File: src/rtl/booth_mul_vr_pkg.sv
// Shared types for the valid/ready radix-2 Booth multiplier.
// Holds the FSM state encoding and the Booth pair decoder.
package booth_mul_pkg;

    typedef enum logic [1:0] {
        IDLE,
        BUSY,
        DONE
    } booth_state_t;

    typedef enum logic [1:0] {
        OP_NOP,
        OP_ADD,
        OP_SUB
    } booth_op_t;

    function automatic booth_op_t booth_decode(input logic [1:0] i_pair);
        booth_op_t w_op;
        w_op = OP_NOP;
        unique case (i_pair)
            2'b01:   w_op = OP_ADD;
            2'b10:   w_op = OP_SUB;
            default: w_op = OP_NOP;
        endcase
        return w_op;
    endfunction

endpackage

File: src/rtl/booth_mul_vr_if.sv
// Operand and result valid/ready bundle for booth_mul_vr.
// The master side produces operands and consumes products.
interface booth_mul_vr_if #(
    parameter int WIDTH = 16
) ();

    logic               src_valid;
    logic               src_ready;
    logic [WIDTH-1:0]   multiplicand;
    logic [WIDTH-1:0]   multiplier;
    logic               signed_mode;
    logic               dst_valid;
    logic               dst_ready;
    logic [2*WIDTH-1:0] product;

    modport master (
        output src_valid,
        output multiplicand,
        output multiplier,
        output signed_mode,
        output dst_ready,
        input  src_ready,
        input  dst_valid,
        input  product
    );

    modport slave (
        input  src_valid,
        input  multiplicand,
        input  multiplier,
        input  signed_mode,
        input  dst_ready,
        output src_ready,
        output dst_valid,
        output product
    );

endinterface

File: src/rtl/booth_mul_vr_step.sv
// One combinational Booth iteration: add/sub BR into AC,
// then arithmetic shift of {AC,QR,Q1} right by one bit.
module booth_step
    import booth_mul_pkg::*;
#(
    parameter int N = 17
) (
    input  logic [N-1:0] i_ac,
    input  logic [N-1:0] i_qr,
    input  logic         i_q1,
    input  logic [N-1:0] i_br,
    output logic [N-1:0] o_ac,
    output logic [N-1:0] o_qr,
    output logic         o_q1
);

    logic [N-1:0] w_sum;

    always_comb begin
        w_sum = i_ac;
        unique case (booth_decode({i_qr[0], i_q1}))
            OP_ADD:  w_sum = i_ac + i_br;
            OP_SUB:  w_sum = i_ac - i_br;
            default: w_sum = i_ac;
        endcase
    end

    assign o_ac = {w_sum[N-1], w_sum[N-1:1]};
    assign o_qr = {w_sum[0], i_qr[N-1:1]};
    assign o_q1 = i_qr[0];

endmodule

File: src/rtl/booth_mul_vr.sv
// Sequential radix-2 Booth multiplier with valid/ready on both sides.
// One extra operand bit lets the same datapath handle unsigned inputs.
module booth_mul_vr
    import booth_mul_pkg::*;
#(
    parameter int WIDTH = 16,
    parameter int CNT_W = $clog2(WIDTH + 2)
) (
    input  logic          clk,
    input  logic          rst,
    input  logic          flush,
    booth_mul_vr_if.slave bus
);

    localparam int N = WIDTH + 1;

    booth_state_t       r_state;
    booth_state_t       w_state_d;
    logic [N-1:0]       r_br;
    logic [N-1:0]       r_ac;
    logic [N-1:0]       r_qr;
    logic               r_q1;
    logic [CNT_W-1:0]   r_cnt;
    logic [2*WIDTH-1:0] r_product;

    logic [N-1:0]       w_ac_n;
    logic [N-1:0]       w_qr_n;
    logic               w_q1_n;
    logic [N-1:0]       w_a_ext;
    logic [N-1:0]       w_b_ext;
    logic               w_src_hs;
    logic               w_last;

    assign w_a_ext = {bus.signed_mode & bus.multiplicand[WIDTH-1],
                      bus.multiplicand};
    assign w_b_ext = {bus.signed_mode & bus.multiplier[WIDTH-1],
                      bus.multiplier};

    assign w_src_hs = (r_state == IDLE) && bus.src_valid;
    assign w_last   = (r_cnt == CNT_W'(WIDTH));

    booth_step #(
        .N (N)
    ) u_step (
        .i_ac (r_ac),
        .i_qr (r_qr),
        .i_q1 (r_q1),
        .i_br (r_br),
        .o_ac (w_ac_n),
        .o_qr (w_qr_n),
        .o_q1 (w_q1_n)
    );

    always_comb begin
        w_state_d = r_state;
        unique case (r_state)
            IDLE:    if (bus.src_valid) w_state_d = BUSY;
            BUSY:    if (w_last) w_state_d = DONE;
            DONE:    if (bus.dst_ready) w_state_d = IDLE;
            default: w_state_d = IDLE;
        endcase
        if (flush) w_state_d = IDLE;
    end

    always_ff @(posedge clk or negedge rst) begin
        if (!rst) r_state <= IDLE;
        else      r_state <= w_state_d;
    end

    // Flush freezes the datapath; stale contents are reloaded on the next accept.
    always_ff @(posedge clk or negedge rst) begin
        if (!rst) begin
            r_br      <= '0;
            r_ac      <= '0;
            r_qr      <= '0;
            r_q1      <= 1'b0;
            r_cnt     <= '0;
            r_product <= '0;
        end else if (!flush) begin
            if (w_src_hs) begin
                r_br  <= w_a_ext;
                r_qr  <= w_b_ext;
                r_ac  <= '0;
                r_q1  <= 1'b0;
                r_cnt <= '0;
            end else if (r_state == BUSY) begin
                r_ac  <= w_ac_n;
                r_qr  <= w_qr_n;
                r_q1  <= w_q1_n;
                r_cnt <= r_cnt + CNT_W'(1);
                if (w_last) r_product <= {w_ac_n[N-3:0], w_qr_n};
            end
        end
    end

    assign bus.src_ready = (r_state == IDLE);
    assign bus.dst_valid = (r_state == DONE);
    assign bus.product   = r_product;

endmodule

File: src/flat_wrapper.sv
// flat-port wrapper written by rule: the top's interface ports become plain ports
module booth_mul_vr_flat import booth_mul_pkg::*;
#(
    parameter int WIDTH = 16,
    parameter int CNT_W = $clog2(WIDTH + 2)
)
  (clk, rst, flush, bus_src_valid, bus_multiplicand, bus_multiplier, bus_signed_mode, bus_dst_ready, bus_src_ready, bus_dst_valid, bus_product);
  booth_mul_vr_if #(.WIDTH(WIDTH)) bus_i ();
  input  logic clk;
  input  logic rst;
  input  logic flush;
  input wire logic [$bits(bus_i.src_valid)-1:0] bus_src_valid;
  input wire logic [$bits(bus_i.multiplicand)-1:0] bus_multiplicand;
  input wire logic [$bits(bus_i.multiplier)-1:0] bus_multiplier;
  input wire logic [$bits(bus_i.signed_mode)-1:0] bus_signed_mode;
  input wire logic [$bits(bus_i.dst_ready)-1:0] bus_dst_ready;
  output wire logic [$bits(bus_i.src_ready)-1:0] bus_src_ready;
  output wire logic [$bits(bus_i.dst_valid)-1:0] bus_dst_valid;
  output wire logic [$bits(bus_i.product)-1:0] bus_product;
  assign bus_i.src_valid = bus_src_valid;
  assign bus_i.multiplicand = bus_multiplicand;
  assign bus_i.multiplier = bus_multiplier;
  assign bus_i.signed_mode = bus_signed_mode;
  assign bus_i.dst_ready = bus_dst_ready;
  assign bus_src_ready = bus_i.src_ready;
  assign bus_dst_valid = bus_i.dst_valid;
  assign bus_product = bus_i.product;
  booth_mul_vr #(.WIDTH(WIDTH), .CNT_W(CNT_W)) u_core (.clk(clk), .rst(rst), .flush(flush), .bus(bus_i));
endmodule
File: config.mk
export PLATFORM = sky130hd
export DESIGN_NAME = booth_mul_vr_flat
export DESIGN_NICKNAME = d
export VERILOG_FILES = /design/src/rtl/booth_mul_vr_pkg.sv /design/src/rtl/booth_mul_vr_if.sv /design/src/rtl/booth_mul_vr_step.sv /design/src/rtl/booth_mul_vr.sv /design/src/flat_wrapper.sv
export SDC_FILE = /design/constraint.sdc
export NUM_CORES = 1
export LEC_CHECK = 0
export CAP_MARGIN = 25
export CORE_MARGIN = 5
export CORE_UTILIZATION = 35
export CTS_BUF_LIST = sky130_fd_sc_hd__clkbuf_8
export DETAILED_ROUTE_END_ITERATION = 7
export PLACE_DENSITY = 0.53
export SETUP_SLACK_MARGIN = 0.1
export SLEW_MARGIN = 40
export SYNTH_ARGS = -nofsm -noshare
export SYNTH_HDL_FRONTEND = slang
export SYNTH_HIERARCHICAL = 1
export SYNTH_SLANG_ARGS = --single-unit
File: constraint.sdc
create_clock -name clk -period 4.5 [get_ports clk]
set_input_delay 0.45 -clock clk [delete_from_list [all_inputs] [get_ports clk]]
set_output_delay 0.45 -clock clk [all_outputs]
set_load 0.01 [all_outputs]
==> key figures, run 1 <==
Setup path
  – Arrival time worst endpoint: 4.21 ns
  – Critical Path Sink Type: register
  – Delay of the slowest critical-path stage: 0.60 ns
  – Worst Path Max Fanout: 5
  – CP startpoint kind: register
  – Setup CP Type: register to register
  – Worst endpoint required time: 4.76 ns
  – Slowest CP cell: or4b_1
  – Crit-path cells: inv_1 > ha_1 > or4b_1 > nor3_1 > nor2_1 > xnor2_1 > ha_1 > nand2_1 > o21ai_0 > o32ai_1 > a21oi_1 > mux4_1 > nand4b_1 > nand2_1 > nand2_1
  – Crit-path most repeated cell: nand2_1

STA
  – Clock Skews: 0.0134 ns
  – Setup TNS: 0 ns
  – Minimum clock period: 3.95 ns
  – Slew @ Worst Pin: 0.654 ns
  – Hold Vio Cnt, Final: 0
  – Tcrit/Tclk final: 87.8%
  – Max-slew headroom: 56.0%
  – Final setup fails: 0
  – Max-slew violations: 0
  – Max frequency: 0.253 GHz
  – Final hold slack: 0.0782 ns
  – RSZ-0062 raised after global routing: false
  – Final setup margin: 0.550 ns

Floorplanning
  – Core area: 15,000 sq um
  – Starting Density: 35.3%
  – Num rows: 45
  – Die Y: 133 um
  – Die Wd: 133 um
  – I/O pin cnt: 72
  – DIE AREA: 17,700 sq um

Power and ir drop
  – Flop pwr share: 32.6%
  – P_int: 1.97 mW
  – Clock group share of total power: 17.3%
  – Pwr Total: 3.43 mW
  – Sw Pwr: 1.46 mW
  – Cell area power density: 552 nW/um^2
  – Switching share of total power: 42.6%
  – Peak VDD IR: 0.287 mV
  – Leak pwr: 2.80 nW
  – Logic pwr share: 50.1%

Run
  – Max-Cap Viols: 0

Routing
  – WL met3: 687 um
  – Met2 WL: 5700 um
  – Met1 WL: 5880 um
  – Final antenna-violating net count: 0
  – Initial DRC count: 191
  – Routed WL: 12,500 um
  – Vias per cell: 5.07
  – Routed WL per cell: 15.7 um
  – Via Count: 4,057
  – # DRC: 0
  – Top routing layer used: met4
  – TritonRoute pass-1 iters: 4

Clocking
  – Clk root buf: clkbuf_8
  – Hold buffers post-CTS: 0
  – H-Tree Depth: 3
  – Setup Fix Bufs, Post-CTS: 0
  – CTS max path bufs: 2
  – Reg clk slew, reported paths: 0.10 ns
  – Clock sink count: 91
  – CTS tree: yes
  – Resized Gates After CTS: 0
  – Worst skew pair latency: 0.38 ns
  – Num CTS Buffers: 9

Synth
  – Leading area contributor after synthesis: dfrtp_1
  – Sequential share of the synthesized area: 42.9%
  – Top post-synthesis cells by area: dfrtp_1 (43%), nand2_1 (7.7%), mux2_2 (7.0%), ha_1 (4.7%), a21oi_1 (3.8%)
  – Synthesized area: 5300 sq um
  – Commonest cells in the netlist: nand2_1 (109), dfrtp_1 (91), a21oi_1 (40), mux2_2 (33), o21ai_0 (28)
  – Top FF cell, synth: dfrtp_1
  – Adder-Cell Fraction of Synth Area: 5.10%
  – Yosys cell types: 58
  – Seq cells post-synth: 91
  – Synth Area in Simple Gates: 19.5%
  – Synth Instances: 565
  – FFs w/ async S/R, synth: 100%
  – Main combinational cell family by area after synthesis: simple AND/OR/NAND/NOR gates
  – Syn_area_per_cell: 9.39 sq um
  – Synthesized net count: 624
  – Top-count cell post-synth: nand2_1
  – Post-synthesis mux area share: 10.7%
  – Synth warn: 6
  – XOR/XNOR Fraction of Synth Area: 4.29%
  – Yosys top cell area share: 42.9%
  – Post-synth EDFFs: 0
  – Post-synthesis compound-gate area fraction: 10.9%

Global route
  – Vias in the first global route: 4,267
  – Antenna violations before repair: 0
  – Total gr overflow: 0
  – GRT Resource Usage Total: 15.0%
  – Largest net degree at the start of global routing: 48
  – First-pass GRT wire length: 21,600 um

Outcome
  – Status: finished clean

Cells and area
  – # diodes: 0
  – Share of cells above drive strength 1: 11.4%
  – Final #Nets: 666
  – Final cell count without fillers: 800
  – Layout Utilization: 41.4%
  – Final Cell Area: 6220 sq um
  – P&R area growth vs syn: 17.3%

Placement
  – Final HPWL DP: 8640 um
  – Placed Instances: 784
  – Post-DP Area: 6010 sq um
  – Port-buffer cells: 71
  – RD Place Congestion: 0.870
  – Pre-CTS WS: 0.596 ns

Worst hold path
  – Hold Crit Class: input port to async pin
[path summary, 6_finish.rpt]
kind                       slack [ns]                          startpoint                                  to  depth (start not counted)
max                              0.55          u_core/r_br[0]$_DFFE_PN0P_         u_core/r_ac[16]$_DFFE_PN0P_                         15
min                              0.08                                 rst  u_core/bus.product[21]$_DFFE_PN0P_                          1
max reg2reg                      0.55          u_core/r_br[0]$_DFFE_PN0P_         u_core/r_ac[16]$_DFFE_PN0P_                         15
min reg2reg                      0.51  u_core/bus.product[27]$_DFFE_PN0P_  u_core/bus.product[27]$_DFFE_PN0P_                          1
max in group asynchronous        3.41                                 rst          u_core/r_qr[8]$_DFFE_PN0P_                          2
min in group clk                 0.51  u_core/bus.product[27]$_DFFE_PN0P_  u_core/bus.product[27]$_DFFE_PN0P_                          1
[flip-flops by register name, indices dropped and copies added, names as in the netlist]
name and cells:
u_core/r_q1 1, u_core/r_qr 17, u_core/r_br 17, u_core/bus.product 32, u_core/r_state 2, u_core/r_ac 17
u_core/r_cnt 5
[logic make-up (layout without fill, tap and decap cells)]
kind of cell    after synthesis  count (layout)
compound gates               97              97
xor+xnor                     26              26
fa+ha+maj                    21              21
buf+inv                      62             109
flops                        91              91
mux                          51              51
simple gates                217             217
[layout by cell type, fill, tap and decap left out, types with 2 or more instances in the layout]
cell type	instances
a21oi_1	40
inv_1	16
clkbuf_8	10
o21a_1	2
nor2_1	24
nand2_1	109
nand4_1	2
a21o_1	3
buf_4	7
o21bai_1	4
clkdlybuf4s50_1	70
o21ai_0	28
mux2_2	33
nand3_1	27
or3_1	4
a31oi_1	5
or4_1	2
nor3_2	2
a211oi_1	2
ha_1	20
xor2_1	5
mux2i_1	17
xnor2_1	21
inv_6	3
nor3_1	27
nor2b_1	2
dfrtp_1	91
nand2b_1	3
[power by group through the flow]
stage	registers [mW]	clock network [mW]	logic, mW
4_1_cts	1.12	0.620	1.73
6_report	1.12	0.592	1.72
3_3_place_gp	1.13	0	1.69
3_5_place_dp	1.13	0	1.72
2_1_floorplan	1.08	0	1.45
5_1_grt	1.14	0.653	1.95
[worst max-delay path, delay by kind of cell (launching register included)]
kind | cells | cell delay [ns]
AOI/OAI and AO/OA | 3 | 0.70
xor gates and xnor gates | 1 | 0.16
adders and majority gates | 2 | 0.60
buffers and inverters | 1 | 0.09
DFF | 1 | 0.45
muxes | 1 | 0.59
and+or+nand+nor | 7 | 1.25
[cell type report]
type	count	area (sq um)
inverter	16	60.1
tap	188	235
clock inverter	6	68.8
timing repair buffer	77	753
fill	1491	8810
multi-input combinational	412	2690
sequential	91	2280
clock buffer	10	138
[layer usage]
| layer | vias up | track usage, % |
|---|---|---|
| met5 | - | 0 |
| met4 | 0 | 4.62 |
| met3 | 17 | 5.32 |
| met2 | 78 | 24.3 |
| met1 | 1937 | 18.9 |
| li1 | 2025 | - |
Note: power is estimated with default switching activity, not from simulation.
==> inputs of run 2 (changes only) <==
--- a/config.mk
+++ b/config.mk
@@ -10,7 +10,7 @@
 export CORE_UTILIZATION = 35
 export CTS_BUF_LIST = sky130_fd_sc_hd__clkbuf_8
 export DETAILED_ROUTE_END_ITERATION = 7
-export PLACE_DENSITY = 0.53
+export PLACE_DENSITY = 0.55
 export SETUP_SLACK_MARGIN = 0.1
 export SLEW_MARGIN = 40
 export SYNTH_ARGS = -nofsm -noshare
==> constraint.sdc (replaced) <==
create_clock -name clk -period 3.6 [get_ports clk]
set_input_delay 0.36 -clock clk [delete_from_list [all_inputs] [get_ports clk]]
set_output_delay 0.36 -clock clk [all_outputs]
set_load 0.01 [all_outputs]
==> key figures, run 2 (same netlist as run 1, synthesis figures left out) <==
Placement
  – Port-buffer cells: 71
  – Final HPWL DP: 9100 um
  – RD Place Congestion: 0.850

STA
  – Minimum clock period: 3.48 ns
  – Tcrit/Tclk final: 96.8%
  – Final hold slack: 0.506 ns
  – Max frequency: 0.287 GHz
  – Max-slew violations: 0
  – Clock Skews: 0.0106 ns
  – Max-slew headroom: 55.3%
  – Slew @ Worst Pin: 0.669 ns
  – Hold Vio Cnt, Final: 0
  – RSZ-0062 raised after global routing: true
  – Final setup fails: 0
  – Setup TNS: 0 ns

Setup path
  – Arrival time worst endpoint: 3.75 ns
  – RR Startpoint: u_core/r_br[0]$_DFFE_PN0P_
  – Reg2reg end: u_core/r_ac[16]$_DFFE_PN0P_
  – Worst Path Max Fanout: 5
  – Critical Path Sink Type: register
  – Worst R2R Setup Slack: 0.12 ns
  – CP startpoint kind: register
  – Worst endpoint required time: 3.87 ns
  – Worst r2r path cells: 16
  – Setup CP Type: register to register

Routing
  – TritonRoute pass-1 iters: 4
  – # DRC: 0
  – Final antenna-violating net count: 0
  – Via Count: 4,225
  – Routed WL per cell: 15.7 um
  – Initial DRC count: 231
  – Routed WL: 13,100 um
  – Vias per cell: 5.08

Global route
  – GRT Resource Usage Total: 14.7%
  – Vias in the first global route: 4,293
  – Largest net degree at the start of global routing: 49
  – Antenna violations before repair: 0
  – Total gr overflow: 0
  – First-pass GRT wire length: 21,300 um

Floorplanning
  – I/O pin cnt: 72
  – DIE AREA: 17,700 sq um
  – Die Wd: 133 um
  – Num rows: 45
  – Starting Density: 35.3%
  – Core area: 15,000 sq um
  – Die Y: 133 um

Cells and area
  – P&R area growth vs syn: 24.5%
  – Filler instances: 1,455
  – Highest-count cells in the layout ignoring fill and taps: nand2_1 (106), dfrtp_1 (90), clkdlybuf4s50_1 (70)
  – Leading cell type in the layout, fill and taps excluded: nand2_1
  – Max reg flops: 32
  – Layout Utilization: 43.9%
  – Share of cells above drive strength 1: 21.0%
  – # diodes: 0
  – Final #Nets: 697

Clocking
  – Reg clk slew, reported paths: 0.10 ns
  – Clk root buf: clkbuf_8
  – Clock sink count: 91
  – Worst skew pair latency: 0.38 ns
  – CTS tree: yes
  – CTS max path bufs: 2
  – Num CTS Buffers: 9
  – H-Tree Depth: 3

Power and ir drop
  – Flop pwr share: 29.6%
  – Leak pwr: 2.95 nW
  – P_int: 2.65 mW
  – Sw Pwr: 2.03 mW
  – Clock group share of total power: 13.7%
  – Cell area power density: 709 nW/um^2
  – Switching share of total power: 43.4%
  – Logic pwr share: 56.6%
  – Peak VDD IR: 0.265 mV

Worst hold path
  – Hold Crit Class: register to register
  – Hold Path Stages: 1
  – Worst hold endpoint: u_core/bus.product[27]$_DFFE_PN0P_
  – Hold_sp: u_core/bus.product[27]$_DFFE_PN0P_

Run
  – Max-Cap Viols: 0

Outcome
  – Status: finished clean
==> run 2: how the worst max path moves through the flow <==
stage,cells after the start,end,from
final,16,u_core/r_ac[16]$_DFFE_PN0P_,u_core/r_br[0]$_DFFE_PN0P_
after global routing,14,u_core/r_ac[16]$_DFFE_PN0P_,u_core/r_br[5]$_DFFE_PN0P_
after CTS,15,u_core/r_ac[16]$_DFFE_PN0P_,u_core/r_br[0]$_DFFE_PN0P_
after detailed placement,13,u_core/r_ac[15]$_DFFE_PN0P_,u_core/r_br[6]$_DFFE_PN0P_
after global placement,13,u_core/r_ac[15]$_DFFE_PN0P_,u_core/r_br[6]$_DFFE_PN0P_
after floorplan,16,u_core/r_ac[16]$_DFFE_PN0P_,u_core/r_br[6]$_DFFE_PN0P_
==> run 2: area by class of cell <==
| cell class | instances | area [sq um] | share of cell area [%] |
|---|---|---|---|
| well taps | 188 | 235 | 3.56 |
| flip-flops and latches | 91 | 2280 | 34.5 |
| repair buffers | 108 | 1000 | 15.2 |
| clock inverters | 7 | 50.0 | 0.758 |
| inverters | 16 | 60.1 | 0.910 |
| clock buffers | 9 | 124 | 1.88 |
| multi-input cells | 412 | 2850 | 43.2 |
==> run 2: worst max-delay path, cell delays in order (launching register included) <==
cell and delay (ns):
dfrtp_1 0.40, inv_1 0.06, ha_2 0.19, or4b_4 0.52
nor2_1 0.12, a21oi_1 0.10, xnor2_1 0.24, ha_2 0.25
buf_4 0.12, nand3_1 0.10, nand2_2 0.13, o32ai_4 0.11
a21oi_4 0.16, mux4_2 0.50, nand4b_1 0.23, nand2_1 0.09
nand2_1 0.05
==> run 2: power by group through the flow <==
| stage | Clock (mW) | Sequential [mW] | Combinational (mW) |
|---|---|---|---|
| finish | 0.642 | 1.39 | 2.65 |
| detailed placement | 0 | 1.41 | 2.26 |
| global route | 0.706 | 1.42 | 2.93 |
| floorplan | 0 | 1.35 | 1.83 |
| CTS | 0.671 | 1.39 | 2.30 |
| global placement | 0 | 1.40 | 2.23 |
==> run 2: layer usage <==
metal	track usage, %	vias to the layer above	wire length [um]	part of all wire (%)
li1	-	2093	-	-
met1	18.9	2026	6000	46
met2	23.6	90	6080	47
met3	5.02	16	759	5.8
met4	4.16	0	210	1.6
met5	0	-	0	0
==> run 2: through the flow <==
step / area (sq um) / std cells / setup WS (ns) / total power [mW]
4_1_cts: 6370 / 819 / 0.142 / 4.36
3_3_place_gp: 6170 / 801 / 0.0986 / 3.63
5_1_grt: 6600 / 831 / -0.0192 / 5.06
6_report: 6600 / 831 / 0.116 / 4.68
3_5_place_dp: 6170 / 801 / -0.0263 / 3.67
2_1_floorplan: 5320 / 565 / 0.0947 / 3.18
==> run 2: what timing repair did <==
action,4_1_cts,5_1_grt
endpoints found under the setup margin,2,11
hold buffers,1,0
gates resized for setup,4,34
buffers inserted,1,12
pin swaps,1,22
endpoints found under the hold margin,14,0
